--- src/rtl/jfif_pkg.sv ---
// Shared types and constants for the JFIF stream framer: FSM states, marker
// bytes and the header image served by the header ROM.
package jfif_pkg;

    typedef enum logic [2:0] {
        IDLE,
        HEAD,
        DATA,
        RST,
        EOI
    } state_t;

    localparam logic [7:0] MRK_PREFIX = 8'hFF;
    localparam logic [7:0] MRK_EOI    = 8'hD9;
    localparam logic [7:0] MRK_RST0   = 8'hD0;

    // Header image: SOI at addresses 0..1, then the table/SOS body bytes.
    function automatic logic [7:0] hdr_byte(input int unsigned a);
        if (a == 0) return MRK_PREFIX;
        if (a == 1) return 8'hD8;
        return 8'((a * 37 + 11) % 256);
    endfunction

endpackage

--- src/rtl/jfif_hdr_rom.sv ---
// Header ROM: HDR_LEN bytes, synchronous read with one cycle of latency.
// Addresses at or beyond HDR_LEN read as zero.
module jfif_hdr_rom
    import jfif_pkg::*;
#(
    parameter int HDR_LEN = 607,
    parameter int HDR_AW  = 10
) (
    input  logic              clk,
    input  logic [HDR_AW-1:0] addr,
    output logic [7:0]        data
);

    always_ff @(posedge clk) begin
        if (int'(addr) < HDR_LEN) data <= hdr_byte(int'(addr));
        else                      data <= 8'h00;
    end

endmodule

--- src/rtl/jfif_framer.sv ---
// JFIF framer: header from ROM, entropy bytes passed through, optional RSTn
// markers every RST_INTERVAL MCUs, FF D9 to close each frame.
module jfif_framer
    import jfif_pkg::*;
#(
    parameter int HDR_LEN      = 607,
    parameter int HDR_AW       = 10,
    parameter int RST_INTERVAL = 0,
    parameter int RST_CW       = 16
) (
    input  logic       sys_clk,
    input  logic       sys_rst,
    input  logic       frame_start,
    input  logic [7:0] in_data,
    input  logic       in_valid,
    output logic       in_ready,
    input  logic       in_mcu_end,
    input  logic       in_last,
    output logic [7:0] out_data,
    output logic       out_valid,
    input  logic       out_ready,
    output logic       busy,
    output logic       frame_done,
    output state_t     fsm_state
);

    localparam logic [HDR_AW-1:0] HDR_LAST = HDR_AW'(HDR_LEN - 1);
    localparam logic [RST_CW-1:0] MCU_LAST = RST_CW'(RST_INTERVAL - 1);

    // Handshakes: a byte moves on a port when valid && ready at the clock edge;
    // a producer holding valid keeps its data stable until that edge.

    state_t            state;
    logic [HDR_AW-1:0] hdr_ptr;
    logic [HDR_AW-1:0] rd_addr;
    logic [7:0]        rom_q;
    logic [RST_CW-1:0] mcu_cnt;
    logic [2:0]        rst_idx;
    logic [1:0]        mrk_pos;
    logic              load;
    logic              rst_hit;

    // The state names the source of the next byte loaded into the output
    // register, so each source hands over with no idle cycle in between.
    assign load      = !out_valid || out_ready;
    assign in_ready  = (state == DATA) && load;
    assign rst_hit   = (RST_INTERVAL != 0) && in_mcu_end && !in_last && (mcu_cnt == MCU_LAST);
    assign busy      = (state != IDLE);
    assign fsm_state = state;

    // hdr_ptr is the address whose byte sits in rom_q; re-reading it holds a stall.
    always_comb begin
        rd_addr = hdr_ptr;
        if (state == IDLE)             rd_addr = '0;
        else if (state == HEAD && load) rd_addr = hdr_ptr + 1'b1;
    end

    jfif_hdr_rom #(
        .HDR_LEN (HDR_LEN),
        .HDR_AW  (HDR_AW)
    ) u_hdr_rom (
        .clk  (sys_clk),
        .addr (rd_addr),
        .data (rom_q)
    );

    always_ff @(posedge sys_clk or posedge sys_rst) begin
        if (sys_rst) begin
            state      <= IDLE;
            out_data   <= 8'h00;
            out_valid  <= 1'b0;
            frame_done <= 1'b0;
            hdr_ptr    <= '0;
            mcu_cnt    <= '0;
            rst_idx    <= 3'd0;
            mrk_pos    <= 2'd0;
        end else begin
            frame_done <= 1'b0;
            hdr_ptr    <= rd_addr;
            case (state)
                IDLE: begin
                    if (frame_start) begin
                        state   <= HEAD;
                        mcu_cnt <= '0;
                        rst_idx <= 3'd0;
                        mrk_pos <= 2'd0;
                    end
                end
                HEAD: begin
                    if (load) begin
                        out_data  <= rom_q;
                        out_valid <= 1'b1;
                        if (hdr_ptr == HDR_LAST) state <= DATA;
                    end
                end
                DATA: begin
                    if (load) begin
                        out_valid <= in_valid;
                        if (in_valid) begin
                            out_data <= in_data;
                            if (in_mcu_end) mcu_cnt <= rst_hit ? '0 : mcu_cnt + 1'b1;
                            if (in_last)      state <= EOI;
                            else if (rst_hit) state <= RST;
                        end
                    end
                end
                RST: begin
                    if (load) begin
                        out_valid <= 1'b1;
                        if (mrk_pos == 2'd0) begin
                            out_data <= MRK_PREFIX;
                            mrk_pos  <= 2'd1;
                        end else begin
                            out_data <= MRK_RST0 | {5'd0, rst_idx};
                            rst_idx  <= rst_idx + 3'd1;
                            mrk_pos  <= 2'd0;
                            state    <= DATA;
                        end
                    end
                end
                EOI: begin
                    // mrk_pos 2 means D9 is on the output waiting to be taken.
                    if (load) begin
                        case (mrk_pos)
                            2'd0: begin
                                out_data  <= MRK_PREFIX;
                                out_valid <= 1'b1;
                                mrk_pos   <= 2'd1;
                            end
                            2'd1: begin
                                out_data  <= MRK_EOI;
                                out_valid <= 1'b1;
                                mrk_pos   <= 2'd2;
                            end
                            default: begin
                                out_valid  <= 1'b0;
                                frame_done <= 1'b1;
                                mrk_pos    <= 2'd0;
                                state      <= IDLE;
                            end
                        endcase
                    end
                end
                default: state <= IDLE;
            endcase
        end
    end

endmodule
--- config.mk ---
export PLATFORM = sky130hd
export DESIGN_NAME = jfif_framer
export DESIGN_NICKNAME = d
export VERILOG_FILES = /design/src/rtl/jfif_pkg.sv /design/src/rtl/jfif_hdr_rom.sv /design/src/rtl/jfif_framer.sv
export SDC_FILE = /design/constraint.sdc
export NUM_CORES = 1
export LEC_CHECK = 0
export ABC_AREA = 1
export ABC_CLOCK_PERIOD_IN_PS = 3500
export BUFFER_PORTS_ARGS = -buffer_cell sky130_fd_sc_hd__buf_2
export CAP_MARGIN = 5
export CORE_UTILIZATION = 50
export DETAILED_ROUTE_END_ITERATION = 10
export HOLD_SLACK_MARGIN = 0.12
export PLACE_DENSITY = 0.83
export SKIP_LAST_GASP = 1
export SLEW_MARGIN = 20
export SYNTH_ARGS = -nofsm -noshare
export SYNTH_HDL_FRONTEND = slang
export SYNTH_SLANG_ARGS = --single-unit
--- constraint.sdc ---
create_clock -name sys_clk -period 3.5 [get_ports sys_clk]
set_input_delay 0.35 -clock sys_clk [delete_from_list [all_inputs] [get_ports sys_clk]]
set_output_delay 0.35 -clock sys_clk [all_outputs]
set_load 0.02 [all_outputs]
==> Word level (Yosys, flattened, before mapping) <==
Index checks and enable logic that the tools add are counted.
{ "op_classes": {"multipliers": 1, "add_sub_neg": 3, "n_mux": 48, "reduce_logical": 19, "order_cmp": 1, "n_eq_ne": 19} }
{ "op_table": {"columns": ["cell", "n"], "rows": [
  ["two-way mux 8 bit", 9],
  ["two-way mux 3 bit", 13],
  ["one-hot mux 8 bit (4 select lines)", 1],
  ["two-way mux 10 bit", 2],
  ["inequality test 2 bit (second input constant)", 9],
  ["one-hot mux 8 bit (2 select lines)", 1],
  ["one-hot mux 3 bit (5 select lines)", 1],
  ["two-way mux 1 bit", 13],
  ["AND reduction 4 bit", 3],
  ["adder 10 x 1 -> 10 bit (second input constant)", 1],
  ["equality test 10 x 1 -> 1 bit (second input constant)", 1],
  ["equality test 10 bit (second input constant)", 1],
  ["zero test 10 bit", 1],
  ["less-than comparator 10 bit (second input constant)", 1],
  ["multiplier 10 x 6 -> 8 bit (second input constant)", 1],
  ["AND reduction 10 bit", 1],
  ["nonzero test 3 bit", 3],
  ["adder 8 x 4 -> 8 bit (second input constant)", 1],
  ["AND reduction 7 bit", 1],
  ["equality test 3 x 2 -> 1 bit (second input constant)", 2],
  ["two-way mux 2 bit", 3],
  ["two-way mux 6 bit", 1],
  ["one-hot mux 2 bit (3 select lines)", 1],
  ["one-hot mux 3 bit (2 select lines)", 1],
  ["other kinds (16)", 19]
]} }
{ "word_totals": {"inputBits": 15, "reg_bits": 36, "out_inout_bits": 15, "word_cells": 99} }

==> Depth between registers and ports, before layout <==
{ "logic_depth": {"ltp_word": 12, "ltp_mapped": 29, "depth_no_buf": 29} }

==> Hierarchy <==
From an unflattened synthesis, not the netlist that was laid out.
{ "hier_totals": {"cells_unflattened": 368, "area_unflattened_um2": 2652.5} }
{ "modules_own_cells": {"columns": ["module", "seq_area_each_um2", "instances", "area_each_um2", "cells_per_inst"], "rows": [
  ["jfif_framer", 700.7, 1, 1756.7, 245],
  ["jfif_hdr_rom", 160.2, 1, 895.9, 123]
]} }

==> Worst setup path after synthesis <==
OpenSTA, ideal clock, no wires.
{ "synth_path": {"path_kind": "register to register", "startpoint": "register state[2] (netlist: fsm_state[2])", "endpoint": "register u_hdr_rom.data[7]", "required_time_ps": 3385, "path_slack_ps": -417, "synth_period_minus_slack_ps": 3917, "path_stages_with_launch": 24, "setup_ps": 115, "arrival_time_ps": 3802, "path_buffers": 1, "cell_sequence": "dfrtp_1 > inv_1 > nand3_2 > nor2_4 > buf_6 > nand2_1 > a21oi_2 > ha_1 > ha_1 > inv_1 > fa_1 > inv_1 > ha_1 > ha_1 > nand2_1 > or3_1 > nand2_1 > inv_1 > nand3_1 > nand2_1 > nand2_1 > nand2_1 > nor2_1 > nor2_1"} }
{ "synth_between": {"elab_chain_cells": 10, "elab_cells_between_ends": 18, "classes_between": "add/sub (1); mul (1); order compare (1); eq/ne (2); mux (10); reduce/logical (3)"} }
{ "synth_lines": {"columns": ["element", "line", "text"], "rows": [
  ["from (decl)", "jfif_framer.sv:33", "state_t state;"],
  ["from (signal assigned)", "jfif_framer.sv:69", "state <= IDLE;"],
  ["from (signal assigned)", "jfif_framer.sv:83", "state <= HEAD;"],
  ["from (signal assigned)", "jfif_framer.sv:93", "if (hdr_ptr == HDR_LAST) state <= DATA;"],
  ["equality test 3 x 1 -> 1 bit", "jfif_framer.sv:55", "else if (state == HEAD && load) rd_addr = hdr_ptr + 1'b1;"],
  ["logical AND 1 bit", "jfif_framer.sv:55", null],
  ["two-way mux 10 bit", "jfif_framer.sv:55", null],
  ["two-way mux 10 bit *", "jfif_framer.sv:54", "if (state == IDLE) rd_addr = '0;"],
  ["net rd_addr[6]", "jfif_framer.sv:35", "logic [HDR_AW-1:0] rd_addr;"],
  ["branches (longest 6 deep; another with multiplier 10 x 6 -> 8 bit)", null, null],
  ["to (decl)", "jfif_hdr_rom.sv:11", "output logic [7:0] data"]
]} }
Mark *: on every way through the listed nets, which the timed path passes. The select of a mux whose other input is x is not followed.
A chain may end at the register's enable or synchronous reset.

==> Final worst setup path <==
Same ends and word-level chain as after synthesis.

==> out/qor.txt <==
========================================================================================
Worst hold margin                                                               0.116 ns
Cell types occupying the most area after synthesis                          dfrtp_1 26%, nand2_1 15%, ha_1 11%
Routed Wire Length                                                               7.46 mm
Post-synthesis to final-layout area growth                                         37.5%
Required time of the worst setup path                                            3.69 ns
Area of combinational cells with multiple inputs                            0.00174 sq mm
# DRC                                                                                  0
Number of buffers added on ports                                                      28
EDFF count, synth                                                                      0
Number of H-tree branching levels                                                      2
Max cap viols                                                                          0
Post-layout min period                                                           3.77 ns
Area of the mapped netlist                                                  0.00266 sq mm
Maximum count of clock buffers along a single path                                     2
Global-route usage over all layers                                                 27.1%
Number of hold violations in the final report                                          0
Number of global-route vias before repair                                          2,716
Non-filler cells in the finished layout                                              528
Most frequently used cell type in the post-synthesis netlist                     nand2_1
First-pass GRT wire length                                                       11.4 mm
TritonCTS clock tree                                                                done
Slew at the pin with the worst max-slew slack                                   0.604 ns
CP max FO                                                                              7
GR Overflow Total                                                                      0
Violations in the final reports                                             negative setup slack
Cell chosen for the clock root                                                  clkbuf_8
Clock insertion delay at the later pin of the skew report                        0.30 ns
Detailed-route via count                                                           2,788
Count of different cell masters after synthesis                                       38
CORE AREA                                                                   0.00511 sq mm
Final TNS setup                                                                -0.268 ns
Worst setup SP type                                                            flip-flop
Max-slew violations                                                                    0
Worst Setup End Kind                                                           flip-flop
Worst setup margin                                                             -0.268 ns
Synthesized instance count                                                           367
Yosys warnings                                                                         0
Number of DRC markers after the initial detailed-route iteration                     141
Share of cells above drive strength 1                                              36.9%
Die X                                                                            75.0 um
Unrepaired setup endpoints after global routing                                     true
Async set-reset flop share out of synthesis                                        77.8%
Post-DR vias/cell                                                                   5.28
Average wire per standard cell                                                   14.1 um
Starting density of the core                                                       52.1%
Number of search-and-repair iterations in the first detailed-routing pass              4
Net count after synthesis                                                            407
Arrival time worst endpoint                                                      3.96 ns
Count of state elements after synthesis                                               36
Static leakage                                                                   1.95 nW
Primary FF master, synth                                                         dfrtp_1
Total inserted antenna cells                                                           0
Final core utilization                                                             71.6%
Finish-stage setup viols                                                               1
Post-synthesis average cell area                                              7.25 sq um
Number of cells after detailed placement                                             506
Area taken by flip-flops and latches                                           865 sq um
Clock-pin transition on the worst setup and hold timing paths                    0.08 ns
Largest area contributor in the synthesized netlist                              dfrtp_1
Count of nets left with antenna violations after detail routing                        0
Gp weighted congestion                                                             0.894
Number of antenna violations at the first check in global routing                      0
CTS Hold Buffers Added                                                                 0
Sum of internal, switching and leakage power                                     3.19 mW
Sequential fraction of the synthesis area                                          32.3%
Top-area cell type share of the netlist area                                       26.3%
Std cell rows                                                                         26
Largest net degree at the start of global routing                                     29
Final cycle utilization of the critical path                                        108%
Half-perimeter wire length after detailed placement                              5.10 mm
CTS buffer count                                                                       5
Clk_skew                                                                      0.00682 ns
Y dimension of the die                                                           75.0 um
Commonest cells in the netlist                                              104 x nand2_1, 57 x inv_1, 30 x nor2_1
Total Die Area                                                              0.00562 sq mm
Fillers                                                                              373
Number of clock sinks seen by CTS                                                     36
Result of the run                                                           finished with violations
Number of nets in the layout                                                         497
Critical setup path kind                                                    flip-flop to flip-flop
Total power divided by cell area                                             872 mW/mm^2
Max Clock Freq                                                                   265 MHz
Path class of the lowest-slack min-delay path                               input pin to async pin
Worst slew slack as a fraction of its limit                                        59.7%
Total I/O pin count                                                                   30
Peak supply drop                                                              0.000609 V
========================================================================================
## final timing paths
kind,startpoint,to,slack (ns),depth (start not counted)
max,fsm_state[2],u_hdr_rom.data[7],-0.27,23
min,sys_rst,out_data[0],0.12,2
max reg2reg,fsm_state[2],u_hdr_rom.data[7],-0.27,23
min reg2reg,u_hdr_rom.data[7],out_data[7],0.47,2
max in group asynchronous,sys_rst,fsm_state[2],2.95,2
min in group sys_clk,out_ready,out_valid,0.32,4
## metal layers
layer | wire length, um | track usage [%]
met5 | 0 | 0
met4 | 342 | 15.3
met3 | 333 | 3.88
met2 | 3910 | 48.3
met1 | 2880 | 30.9
## kinds of logic (layout without fill, tap and decap cells)
kind of cell,Yosys count,count (layout),share of synthesized area [%]
buf+inv,68,159,10.4
xor+xnor,5,5,1.65
compound gates,42,42,9.97
fa+ha+maj,25,25,12.3
flops,36,36,32.3
simple gates,191,191,33.3
## placed cells by master, fill, tap and decap left out, drive strengths merged, types with 3 or more instances in the layout
| cell | netlist | final |
|---|---|---|
| nand2 | 110 | 110 |
| buf | 4 | 87 |
| inv | 63 | 64 |
| nor2 | 35 | 35 |
| nand3 | 35 | 35 |
| dfrtp | 28 | 28 |
| ha | 23 | 23 |
| a21oi | 13 | 13 |
| o21ai | 10 | 10 |
| dfxtp | 8 | 8 |
| a31oi | 5 | 5 |
| clkbuf | 0 | 5 |
| nor3 | 5 | 5 |
| nand4 | 4 | 4 |
| o211ai | 3 | 3 |
| xnor2 | 3 | 3 |
## sequential cells by signal, indices dropped and copies added, names as in the netlist
signal	flops
frame_done	1
hdr_ptr	10
u_hdr_rom.data	8
fsm_state	3
out_data	8
out_valid	1
rst_idx	3
mrk_pos	2
## where the power goes
group | internal [mW] | leakage, nW | switching [mW]
clock | 0.215 | 0.0548 | 0.173
combinational | 0.910 | 1.47 | 1.25
sequential | 0.563 | 0.416 | 0.0814
total | 1.69 | 1.95 | 1.50
## worst max-delay path: stages, from the launching register on
cell,delay (ns)
dfrtp_2,0.44
inv_2,0.10
nand3_4,0.10
nor2_4,0.14
buf_12,0.13
nand2_4,0.05
a21oi_4,0.18
ha_4,0.23
ha_4,0.26
inv_2,0.03
fa_1,0.50
inv_2,0.05
ha_4,0.24
ha_4,0.27
nand2_2,0.05
or3_4,0.34
nand2_4,0.09
inv_2,0.03
nand3_2,0.06
nand2_2,0.06
nand2_1,0.11
nand2_1,0.07
nor2_1,0.09
nor2_1,0.04
## what timing repair did
item	in CTS	in global routing
hold endpoints to repair	0	0
endpoints found under the setup margin	2	3
pin swaps	21	26
setup buffers	10	4
cloned	0	0
resized for setup	24	19
## metrics by stage
step | cell area, sq um | setup slack (ns)
after floorplan | 2730 | -0.168
after global placement | 3260 | -0.187
after detailed placement | 3260 | -0.363
after CTS | 3550 | -0.189
after global routing | 3660 | -0.403
final | 3660 | -0.268
## final cells by class
class                           instances  area share [%]
Sequential cell                        36            23.6
Timing Repair Buffer                   87            16.5
Clock inverter                          3            1.27
Inverter                               64            6.67
Tap cell                               70            2.39
Multi-Input combinational cell        263            47.7
Clock buffer                            5            1.88
Note: power is estimated with default switching activity, not from simulation.
